==> config.mk <==
export PLATFORM = sky130hd
export DESIGN_NAME = adder_slice_seq
export DESIGN_NICKNAME = d
export VERILOG_FILES = /design/src/rtl/adder_slice_seq.sv
export SDC_FILE = /design/constraint.sdc
export NUM_CORES = 1
export LEC_CHECK = 0
export ABC_AREA = 1
export BUFFER_PORTS_ARGS = -buffer_cell sky130_fd_sc_hd__buf_2
export CORE_ASPECT_RATIO = 1.4
export CORE_UTILIZATION = 52
export CTS_CLUSTER_DIAMETER = 50
export DETAILED_ROUTE_END_ITERATION = 16
export PLACE_DENSITY = 0.79
export RECOVER_POWER = 100
export SYNTH_ARGS = -nofsm -noshare
export SYNTH_HDL_FRONTEND = slang
export SYNTH_SLANG_ARGS = --single-unit
==> constraint.sdc <==
create_clock -name clk -period 2.67 [get_ports clk]
set_input_delay 0.534 -clock clk [delete_from_list [all_inputs] [get_ports clk]]
set_output_delay 0.534 -clock clk [all_outputs]
set_load 0.05 [all_outputs]
==> src/rtl/adder_slice_seq.sv <==
`default_nettype none
// =============================================================================
// Module   : adder_slice_seq
// Purpose  : WIDTH-bit adder built from one shared SLICE-bit ripple slice used
//            once per cycle; two round-robin requesters, valid/ready on both
//            sides. Optional ADDSEQ_SAT_EN saturates the sum on carry-out.
// Revision : 1.0 - initial release
// =============================================================================
module adder_slice_seq #(
   parameter int WIDTH = 12,
   parameter int SLICE = 3
) (
   input  logic             clk,
   input  logic             rst,
   input  logic             req0_valid,
   output logic             req0_ready,
   input  logic [WIDTH-1:0] req0_a,
   input  logic [WIDTH-1:0] req0_b,
   input  logic             req0_cin,
   input  logic             req1_valid,
   output logic             req1_ready,
   input  logic [WIDTH-1:0] req1_a,
   input  logic [WIDTH-1:0] req1_b,
   input  logic             req1_cin,
   output logic             res_valid,
   input  logic             res_ready,
   output logic [WIDTH-1:0] res_sum,
   output logic             res_cout,
   output logic             res_id
);

   localparam int NSL  = WIDTH / SLICE;
   localparam int IDXW = (NSL > 1) ? $clog2(NSL) : 1;
   localparam logic [IDXW-1:0] LAST_IDX = IDXW'(NSL - 1);

   generate
      if ((SLICE < 1) || (WIDTH % SLICE != 0)) begin : g_width_check
         $error("adder_slice_seq: WIDTH must be a non-zero multiple of SLICE");
      end
   endgenerate

   typedef enum logic [1:0] {
      IDLE = 2'd0,
      RUN  = 2'd1,
      DONE = 2'd2
   } state_t;

   state_t           state_q, state_d;
   logic             rr_q, rr_d;
   logic             id_q, id_d;
   logic             carry_q, carry_d;
   logic [IDXW-1:0]  idx_q, idx_d;
   logic [WIDTH-1:0] a_q, a_d;
   logic [WIDTH-1:0] b_q, b_d;
   logic [WIDTH-1:0] sum_q, sum_d;

   logic             any_valid;
   logic             grant_id;
   logic             accept;
   logic [SLICE-1:0] a_sl;
   logic [SLICE-1:0] b_sl;
   logic [SLICE:0]   slice_res;

   // Ready is gated by rst so neither requester sees a handshake while reset is held.
   always_comb begin
      any_valid  = req0_valid | req1_valid;
      grant_id   = (req0_valid & req1_valid) ? rr_q : req1_valid;
      req0_ready = ~rst & (state_q == IDLE) & any_valid & ~grant_id;
      req1_ready = ~rst & (state_q == IDLE) & any_valid &  grant_id;
      accept     = (req0_valid & req0_ready) | (req1_valid & req1_ready);
      a_sl       = a_q[idx_q * SLICE +: SLICE];
      b_sl       = b_q[idx_q * SLICE +: SLICE];
      slice_res  = {1'b0, a_sl} + {1'b0, b_sl} + {{SLICE{1'b0}}, carry_q};
   end

   always_comb begin
      state_d = state_q;
      rr_d    = rr_q;
      id_d    = id_q;
      carry_d = carry_q;
      idx_d   = idx_q;
      a_d     = a_q;
      b_d     = b_q;
      sum_d   = sum_q;
      case (state_q)
         IDLE: begin
            if (accept) begin
               a_d     = grant_id ? req1_a   : req0_a;
               b_d     = grant_id ? req1_b   : req0_b;
               carry_d = grant_id ? req1_cin : req0_cin;
               id_d    = grant_id;
               rr_d    = ~grant_id;
               idx_d   = '0;
               sum_d   = '0;
               state_d = RUN;
            end
         end
         RUN: begin
            sum_d[idx_q * SLICE +: SLICE] = slice_res[SLICE-1:0];
            carry_d = slice_res[SLICE];
            idx_d   = idx_q + 1'b1;
            if (idx_q == LAST_IDX) begin
               idx_d   = '0;
               state_d = DONE;
`ifdef ADDSEQ_SAT_EN
               if (slice_res[SLICE]) begin
                  sum_d = '1;
               end
`endif
            end
         end
         DONE: begin
            if (res_ready) begin
               state_d = IDLE;
            end
         end
         default: state_d = IDLE;
      endcase
   end

   always_ff @(posedge clk or posedge rst) begin
      if (rst) begin
         state_q <= IDLE;
         rr_q    <= 1'b0;
         id_q    <= 1'b0;
         carry_q <= 1'b0;
         idx_q   <= '0;
         a_q     <= '0;
         b_q     <= '0;
         sum_q   <= '0;
      end else begin
         state_q <= state_d;
         rr_q    <= rr_d;
         id_q    <= id_d;
         carry_q <= carry_d;
         idx_q   <= idx_d;
         a_q     <= a_d;
         b_q     <= b_d;
         sum_q   <= sum_d;
      end
   end

   // Result fields are masked outside DONE so partial sums never reach the consumer.
   always_comb begin
      res_valid = (state_q == DONE);
      res_sum   = res_valid ? sum_q : '0;
      res_cout  = res_valid & carry_q;
      res_id    = res_valid & id_q;
   end

endmodule
`default_nettype wire
# --- Yosys cells after proc, flatten, opt, wreduce, memory -nomap -nowiden ---
# Cells that the tools add are included.
word_totals:
  reg_bits: 43
  out_inout_bits: 17
  in_bits: 55
  wordCells: 58
classes:
  n_shift: 4
  n_mux: 17
  mul: 1
  n_reduce_logical: 5
  eq_ne: 6
  n_bitwise: 13
  n_addsub: 4
ops:
  columns: ["cell", "count"]
  rows:
  - ["2-to-1 mux 12 bit", 4]
  - ["negation 4 -> 34 bit", 1]
  - ["variable shift 3 x 34 -> 12 bit (first input constant)", 1]
  - ["variable part select 3 x 34 -> 12 bit", 1]
  - ["one-hot mux 12 bit (2 select lines)", 1]
  - ["variable part select 12 x 5 -> 3 bit", 2]
  - ["bitwise mux 12 bit", 1]
  - ["2-to-1 mux 2 bit", 5]
  - ["bitwise AND 1 bit", 9]
  - ["one-hot mux 2 bit (3 select lines)", 1]
  - ["adder 3 x 3 -> 4 bit", 1]
  - ["adder 4 x 1 -> 4 bit", 1]
  - ["== test 2 bit (second input constant)", 2]
  - ["multiplier 2 x 2 -> 4 bit (second input constant)", 1]
  - ["inequality test 2 bit (second input constant)", 2]
  - ["one-hot mux 2 bit (2 select lines)", 1]
  - ["AND reduction 2 bit", 2]
  - ["2-to-1 mux 1 bit", 3]
  - ["AND reduction 3 bit", 1]
  - ["adder 2 x 1 -> 2 bit (second input constant)", 1]
  - ["== test 2 x 1 -> 1 bit (second input constant)", 1]
  - ["zero test 2 bit", 1]
  - ["inequality test 2 x 1 -> 1 bit (second input constant)", 1]
  - ["NOT 1 bit", 2]
  - ["other kinds (3)", 4]

# --- Depth between registers and ports, before layout ---
# Gate-level depths: netlist of run 1.
depth:
  word_depth: 8
  depth_mapped: 14

# --- Worst setup path before layout of run 1 ---
# OpenSTA, ideal clock, no wires.
synth_timing:
  path_type: "in2out"
  start: "in rst"
  end: "out req0_ready"
  arrival_time_ns: 2.476
  required_time_ns: 2.136
  path_slack_ns: -0.340
  n_path_buf: 0
  stages: 3
  cell_sequence: "inv_1 -> nand3_4 -> nor2_1"
synth_between:
  elab_chain_cells: 4
synth_rtl:
  columns: ["item", "line", "source"]
  rows:
  - ["start: declaration", "14", "input logic rst,"]
  - ["NOT 1 bit", "68", "req0_ready = ~rst & (state_q == IDLE) & any_valid & ~grant_id;"]
  - ["bitwise AND 1 bit (3 in series)", "68", null]
  - ["end: declaration", "16", "output logic req0_ready,"]
# Every way passes these cells.

# --- Worst setup path in the final report of run 1 ---
layout_timing:
  start: "reg state_q[1]"
  end: "out req0_ready"
layout_between:
  elab_chain_cells: 4
layout_rtl:
  columns: ["item", "line", "source"]
  rows:
  - ["start: declaration", "48", "state_t state_q, state_d;"]
  - ["start signal: assignment", "132", "state_q <= state_d;"]
  - ["zero test 2 bit", "68", null]
  - ["bitwise AND 1 bit (3 in series)", "68", null]
# Every way passes these cells.

==> impl_metrics.json, run 1 <==
{
  "cts.sinks": 43,
  "clk_pin_slew_ns": 0.08,
  "synthesis.nets": 436,
  "hold_buffers": 0,
  "pre_cts_ws_ns": 0.320,
  "totalWireLength_mm": 5.39,
  "end_kind": "output pin",
  "cp_max_fo": 17,
  "period_share_pct": 89.2,
  "post_cts_buffers": 0,
  "antenna_left": 0,
  "hp-start": "res_ready",
  "yosysMostFrequentCell": "nand2_1",
  "ys_types": 24,
  "timing.fmax_mhz": 420,
  "min_period_ns": 2.38,
  "cts-htree-levels": 2,
  "std_cell_rows": 30,
  "drv_cap": 0,
  "slew_viol_final": 0,
  "layout-drive-gt1-share_pct": 18.9,
  "die_w_um": 61.8,
  "ys_ff_latch": 43,
  "clkLatencyLatePin_ns": 0.30,
  "cts_root_buf": "clkbuf_8",
  "tightest_slew_ns": 1.03,
  "grt_pass1_wl_mm": 9.28,
  "synth_flop_cell": "dfrtp_1",
  "fin_worst_skew_ns": 0.00447,
  "cp-startpoint": "state_q[1]",
  "synth_edf_count": 0,
  "wl_per_cell_um": 10.6,
  "gp_congestion": 0.894,
  "cts_resized": 0,
  "cts_tree": "done",
  "rsz0062_at_grt": "no",
  "cp_cell_sequence": "nor2_4, nand3_4, nor2_1, clkbuf_1",
  "critPathKind": "reg2out",
  "seq_area_frac_synth_pct": 41.3,
  "setup_viol": 0,
  "synth.top_cell.area_share_pct": 41.3,
  "yosysWarnings": 0,
  "synth_common_cells": "nand2_1, dfrtp_1, inv_1",
  "critPathRequiredTime_ns": 2.14,
  "initial_core_util_pct": 53.7,
  "drtPass1Iterations": 4,
  "min_path_type": "in2reg",
  "drt-vias-per-instance": 4.77,
  "synthTopCellsByArea": "dfrtp_1, nand2_1, inv_1, nor2_1, nand3_1",
  "syn_to_final_growth_pct": 16.3,
  "worstPathArrival_ns": 1.85,
  "final_nets": 507,
  "ys_async_sr_fraction_pct": 100,
  "grt_max_degree": 45,
  "vias": 2430,
  "outcome": "finished clean",
  "yosys.area.top_type": "dfrtp_1",
  "mappedNetlistArea_sq_um": 2600,
  "antenna_cells": 0,
  "fp.coreArea_sq_um": 4840,
  "setup_slack_ns": 0.287,
  "hold_viol": 0,
  "n_fill_cell": 501,
  "syn_inst": 373,
  "drt_iter0_markers": 86,
  "start_kind": "register",
  "dp_hpwl_mm": 4.19,
  "max_stage_delay_ns": 0.49,
  "r2r-start": "idx_q[0]",
  "drc": 0,
  "cts_buffers": 5,
  "grt_pass1_vias": 2276,
  "slowest_stage": "clkbuf_1",
  "peakVddDrop_uv": 546,
  "antenna_found_initial": 0,
  "grt_use_total_pct": 22.9,
  "postSynthAreaPerCell_sq_um": 6.98,
  "dieArea_sq_um": 5300,
  "port_buffers": 71,
  "clk_path_buf_depth": 2,
  "power_density_nw_per_um2": 1000,
  "slew_headroom_pct": 31.4,
  "die_h_um": 85.7,
  "grt_overflow_total": 0,
  "ios": 72,
  "power_leakage_nw": 1.72,
  "fin_tns_setup_ns": 0
}
==> where the power goes <==
group,switching (mW),leakage [nW],internal [mW]
sequential,0.172,0.552,0.914
clock,0.213,0.0422,0.184
combinational,1.01,1.13,0.544
total,1.39,1.72,1.64
==> cells in the final DEF (no fill, tap or decap), drive strengths merged <==
| master | instances |
|---|---|
| o21ai | 15 |
| nor2 | 31 |
| fa | 2 |
| nand2 | 191 |
| nand3 | 21 |
| o22ai | 6 |
| buf | 56 |
| clkinvlp | 1 |
| inv | 36 |
| dfrtp | 43 |
| clkbuf | 28 |
| nand4 | 1 |
| clkinv | 1 |
| nor3 | 3 |
| ha | 6 |
| a21oi | 4 |
==> path summary, 6_finish.rpt <==
path	to	slack (ns)	cells after the start
max	req0_ready	0.29	4
min	state_q[1]	0.44	2
max reg2reg	sum_q[10]	0.32	9
min reg2reg	a_q[10]	0.48	2
max in group asynchronous	b_q[4]	1.39	3
min in group asynchronous	state_q[0]	0.65	3
==> critical path, delay by kind of cell, from the launching register on <==
kind          cells  cell delay, ns
buf+inv           1            0.49
flops             1            0.47
simple gates      3            0.59
==> state kept, by name, summed over array words and instances (netlist names) <==
signal,flops
id_q,1
carry_q,1
b_q,12
idx_q,2
sum_q,12
state_q,2
rr_q,1
a_q,12
==> layer usage <==
layer / GRT usage [%] / up-vias / wire length [um]
met1: 26.1 / 1083 / 2280
met2: 40.7 / 58 / 2820
li1: - / 1282 / -
met4: 9.49 / 0 / 102
met3: 3.92 / 7 / 179
met5: 0 / - / 0
==> logic make-up (layout without fill, tap and decap cells) <==
group | Yosys count | after routing | share of synthesized area, %
flops | 43 | 43 | 41.3
compound gates | 25 | 25 | 5.82
simple gates | 247 | 247 | 39.3
fa+ha+maj | 8 | 8 | 4.42
buf+inv | 50 | 122 | 9.09
==> metrics by stage <==
step / util (%) / power, mW / hold slack (ns) / area (sq um) / instances
2_1_floorplan: - / 2.32 / 0.444 / 2610 / 373
3_3_place_gp: 61.7 / 2.64 / 0.466 / 2990 / 501
3_5_place_dp: 61.7 / 2.68 / 0.467 / 2990 / 501
4_1_cts: 63.4 / 3.08 / 0.427 / 3070 / 509
5_1_grt: 62.5 / 3.34 / 0.448 / 3030 / 509
6_report: 62.5 / 3.03 / 0.437 / 3030 / 509
==> final cells by class <==
type | count | area, sq um | area share [%]
inverters | 37 | 140 | 4.63
well taps | 64 | 80.1 | 2.64
clock inverters | 1 | 5.00 | 0.165
repair buffers | 77 | 372 | 12.3
clock buffers | 7 | 76.3 | 2.52
multi-input cells | 280 | 1280 | 42.2
flip-flops and latches | 43 | 1080 | 35.5
(Power assumes the default switching activity.)
==> run 2: changes to the inputs <==
PLACE_DENSITY = 0.83   (was 0.79)
==> run 2 against run 1 <==
The flow now finishes with violations (DRC); global-route usage is 0.33 points higher; routed wire length stayed put; clock power is 2% lower; via count is 0.29% higher; register-to-register slack better by 0.07 ns; critical endpoint is now req1_ready; highest routed layer unchanged.
==> impl_metrics.json, run 2 (synthesized netlist as in run 1, its figures left out) <==
{
  "peakVddDrop_uv": 507,
  "r2r_setup_slack_ns": 0.39,
  "slew_headroom_pct": 29.6,
  "ios": 72,
  "layout-drive-gt1-share_pct": 19.1,
  "post-place-cells": 502,
  "wl_per_cell_um": 10.6,
  "r2r-start": "idx_q[0]",
  "fin_cells": 510,
  "cts_root_buf": "clkbuf_8",
  "crit_end": "req1_ready",
  "grt_pass1_wl_mm": 9.40,
  "totalWireLength_mm": 5.39,
  "die_w_um": 61.8,
  "grt_max_degree": 45,
  "final_common_cell": "nand2_1",
  "r2r-end": "sum_q[10]",
  "antenna_found_initial": 0,
  "timing.fmax_mhz": 420,
  "multiInputGateArea_sq_um": 1280,
  "top_regs": "a_q: 12 flops, b_q: 12 flops, sum_q: 12 flops",
  "antenna_cells": 0,
  "die_h_um": 85.7,
  "drc": 1,
  "gp_congestion": 0.916,
  "end_kind": "output pin",
  "cts.sinks": 43,
  "final_cell_mix": "nand2_1, buf_2, dfrtp_1, inv_1, nor2_1",
  "worstPathArrival_ns": 1.85,
  "cts_resized": 0,
  "critPathKind": "reg2out",
  "period_share_pct": 89.2,
  "rsz0062_at_grt": "no",
  "grt_pass1_vias": 2299,
  "final_nets": 508,
  "initial_core_util_pct": 53.7,
  "dp_hpwl_mm": 4.18,
  "drt_iter0_markers": 96,
  "fp.coreArea_sq_um": 4840,
  "hold_viol": 0,
  "cts-htree-levels": 2,
  "min_path_type": "in2reg",
  "grt_overflow_total": 0,
  "cts_buffers": 5,
  "cp-startpoint": "state_q[1]",
  "clkLatencyLatePin_ns": 0.29,
  "drtPass1Iterations": 10,
  "regArea_sq_um": 1080,
  "antenna_left": 0,
  "drv_cap": 0,
  "tightest_slew_ns": 1.06,
  "critPathRequiredTime_ns": 2.14,
  "post_cts_buffers": 0,
  "outcome": "complete, but fails checks",
  "grt_use_total_pct": 23.3,
  "syn_to_final_growth_pct": 16.7,
  "std_cell_rows": 30,
  "cp_max_fo": 17,
  "clk_pin_slew_ns": 0.07,
  "hold_buffers": 0,
  "power_leakage_nw": 1.72,
  "fin_worst_skew_ns": 0.00845,
  "n_fill_cell": 483,
  "setup_viol": 0,
  "ff2ff_path_depth": 9,
  "vias": 2437,
  "start_kind": "register",
  "port_buffers": 71,
  "fin_tns_setup_ns": 0,
  "min_period_ns": 2.38,
  "cts_tree": "done",
  "violations": "DRC",
  "power_density_nw_per_um2": 999,
  "dieArea_sq_um": 5300,
  "clk_path_buf_depth": 2,
  "drt-vias-per-instance": 4.78,
  "slew_viol_final": 0
}
run 2: cell type report:
class                   count  area share, %
clock buffers               7           2.51
flip-flops and latches     43           35.4
clock inverters             1          0.165
inverters                  37           4.61
multi-input cells         280           42.2
well taps                  64           2.64
repair buffers             78           12.4
run 2: how the worst min path moves through the flow:
stage / cells past startpoint / end / from / slack, ns
floorplan: 2 / a_q[6] / a_q[6] / 0.44
global placement: 2 / sum_q[9] / sum_q[9] / 0.46
detailed placement: 2 / a_q[7] / a_q[7] / 0.47
CTS: 2 / state_q[1] / res_ready / 0.44
global route: 2 / state_q[1] / res_ready / 0.46
finish: 2 / state_q[1] / res_ready / 0.45
run 2: critical path: stages, from the launching register on:
cell      delay, ns
dfrtp_1        0.46
nor2_4         0.17
nand3_4        0.20
nor2_1         0.22
clkbuf_1       0.51
run 2: per-layer routing:
metal  wire length [um]  global-route usage [%]  part of all wire (%)  vias to the layer above
li1                   -                       -                     -                     1279
met1               2230                    27.2                    41                     1087
met2               2860                    39.9                    53                       54
met3                140                    4.07                   2.6                       17
met4                160                    10.7                   3.0                        0
met5                  0                       0                     0                        -
run 2: power breakdown:
part	internal, mW	switching [mW]
registers	0.914	0.163
logic	0.554	1.01
clock network	0.183	0.207
total	1.65	1.38
run 2: metrics by stage:
stage	utilization, %	instance area [sq um]	power (mW)	setup slack [ns]	hold WS, ns
3_5_place_dp	61.9	3000	2.69	0.422	0.466
4_1_cts	63.6	3080	3.08	0.400	0.443
5_1_grt	62.7	3040	3.35	0.112	0.456
2_1_floorplan	-	2610	2.32	0.175	0.444
6_report	62.7	3040	3.03	0.287	0.450
3_3_place_gp	61.9	3000	2.64	0.495	0.465
==> run 3: changes to the inputs <==
ABC_AREA = default   (was 1)
PLACE_DENSITY = 0.84   (was 0.83)
==> run 3 against run 2 <==
The run now ends clean; synthesized cell count decreased by 39%; fmax decreased by 4.7%; combinational power about the same; via count decreased by 14%; routed wire length increased by 4.5%; count of clock-buffer cells in the layout increased by 1; setup slack got worse by 0.12 ns; sequential share of layout area increased by 2.1 points; power increased by 3.9%; clock power increased by 14%; largest cell class unchanged; highest routed layer unchanged.
==> impl_metrics.json, run 3 <==
{
  "cts_tree": "done",
  "n_fill_cell": 404,
  "grt_max_degree": 31,
  "peakVddDrop_uv": 590,
  "synth.top_cell.area_share_pct": 43.9,
  "drt_iter0_markers": 62,
  "start_kind": "register",
  "cts.sinks": 43,
  "layout-drive-gt1-share_pct": 31.3,
  "synth_top_family_by_area": "simple AND/OR/NAND/NOR gates",
  "syn_to_final_growth_pct": 17.0,
  "antenna_found_initial": 0,
  "end_kind": "register",
  "die_w_um": 60.0,
  "grt_overflow_total": 0,
  "std_cell_rows": 29,
  "drtPass1Iterations": 4,
  "mappedNetlistArea_sq_um": 2450,
  "postSynthAreaPerCell_sq_um": 10.7,
  "top_regs": "a_q: 12 flops, b_q: 12 flops, sum_q: 12 flops",
  "synthesis.nets": 292,
  "slew_headroom_pct": 1.57,
  "clkLatencyLatePin_ns": 0.29,
  "port_buffers": 71,
  "clk_pin_slew_ns": 0.08,
  "fin_worst_skew_ns": 0.00678,
  "cts-htree-levels": 2,
  "antenna_left": 0,
  "multiInputGateArea_sq_um": 1200,
  "slew_viol_final": 0,
  "synth_common_cells": "dfrtp_1, nand2_1, nor3_1",
  "switching_share_pct": 39.8,
  "regArea_sq_um": 1080,
  "syn_inst": 229,
  "totalWireLength_mm": 5.63,
  "rsz0062_at_grt": "no",
  "ff2ff_path_depth": 6,
  "yosys.area.top_type": "dfrtp_1",
  "yosys.area_share.simple_pct": 19.1,
  "synth_compound_area_share_pct": 19.0,
  "fin_tns_setup_ns": 0,
  "hold_viol": 0,
  "setup_viol": 0,
  "drv_cap": 0,
  "synth_edf_count": 0,
  "antenna_cells": 0,
  "internal-power_mw": 1.90,
  "synthTopCellsByArea": "dfrtp_1, a221o_2, nor3_1, mux4_2, nand2_1",
  "seq_area_frac_synth_pct": 43.9,
  "drt-vias-per-instance": 5.85,
  "synthAdderAreaFrac_pct": 4.69,
  "gp_congestion": 0.843,
  "cts_buffers": 5,
  "clk_path_buf_depth": 2,
  "period_share_pct": 93.7,
  "synth_flop_cell": "dfrtp_1",
  "critPathRequiredTime_ns": 2.91,
  "final_cell_mix": "buf_2, dfrtp_1, nand2_1, nor3_1, clkbuf_1",
  "wl_per_cell_um": 15.7,
  "whs_ns": 0.324,
  "combPwrFrac_pct": 49.6,
  "fp.coreArea_sq_um": 4540,
  "power_density_nw_per_um2": 1100,
  "hold_buffers": 0,
  "cts_resized": 0,
  "grt_pass1_vias": 2060,
  "clkPwrFrac_pct": 14.1,
  "final_common_cell": "buf_2",
  "drc": 0,
  "power_leakage_nw": 1.33,
  "grt_use_total_pct": 24.5,
  "ys_async_sr_fraction_pct": 100,
  "cts_root_buf": "clkbuf_8",
  "initial_core_util_pct": 54.1,
  "min_path_type": "in2async",
  "cp_max_fo": 6,
  "min_period_ns": 2.50,
  "grt_pass1_wl_mm": 9.26,
  "critPathKind": "reg2reg",
  "ys_ff_latch": 43,
  "ios": 72,
  "yosysWarnings": 0,
  "synthMuxAreaShare_pct": 5.51,
  "r2r_setup_slack_ns": 0.17,
  "post_cts_buffers": 0,
  "worstPathArrival_ns": 2.74,
  "final_nets": 359,
  "seq_power_share_pct": 36.2,
  "switching_power_mw": 1.25,
  "timing.fmax_mhz": 400,
  "outcome": "finished clean",
  "dp_hpwl_mm": 4.19,
  "ys_types": 40,
  "synth_xor_area_share_pct": 0.714,
  "dieArea_sq_um": 5000,
  "tightest_slew_ns": 1.48,
  "die_h_um": 83.3,
  "yosysMostFrequentCell": "dfrtp_1",
  "vias": 2101
}
run 3: worst paths after layout:
path | from | end
min in group clk | res_ready | state_q[1]
hold reg to reg | a_q[2] | a_q[2]
setup reg to reg | idx_q[0] | sum_q[1]
hold / removal | rst | id_q
max in group asynchronous | rst | idx_q[0]
setup / recovery | idx_q[0] | sum_q[1]
run 3: power by group through the flow:
stage	clock [mW]	sequential [mW]	combinational [mW]
after floorplan	0	1.06	1.30
after global placement	0	1.15	1.49
after detailed placement	0	1.16	1.55
after CTS	0.449	1.14	1.57
after global routing	0.472	1.18	1.69
final	0.445	1.14	1.56
run 3: logic make-up after synthesis:
logic type	after synthesis
buffers and inverters	29
xor gates and xnor gates	2
adders and majority gates	8
DFF	43
AOI/OAI and AO/OA	49
muxes	6
and+or+nand+nor	92
run 3: critical path: stages, from the launching register on:
cell and delay, ns:
dfrtp_2 0.46, mux4_2 0.56, fa_1 0.45, inv_1 0.09, fa_1 0.45, nor4_1 0.29
a31o_2 0.16
run 3: metrics by stage:
step	cell area [sq um]	util [%]	setup slack, ns	power [mW]	instances
detailed placement	2810	61.9	0.143	2.70	351
global placement	2810	61.9	0.231	2.64	351
finish	2870	63.3	0.169	3.15	359
global route	2870	63.3	0.0699	3.34	359
floorplan	2450	-	0.0946	2.35	229
CTS	2910	64.1	0.0794	3.16	359
run 3: final cells by class:
class | instances | area share [%]
clock buffer | 8 | 3.49
timing repair buffer | 78 | 13.0
tap | 62 | 2.70
inverter | 11 | 1.44
sequential | 43 | 37.5
multi-input combinational | 157 | 41.8
run 3: per-layer routing:
metal  global-route usage [%]  share of wire [%]  vias to the layer above
met5                        0                  0                        -
met1                     29.5                 39                     1015
li1                         -                  -                      989
met4                     10.4                2.8                        0
met3                     3.89                4.6                       16
met2                     41.8                 54                       81
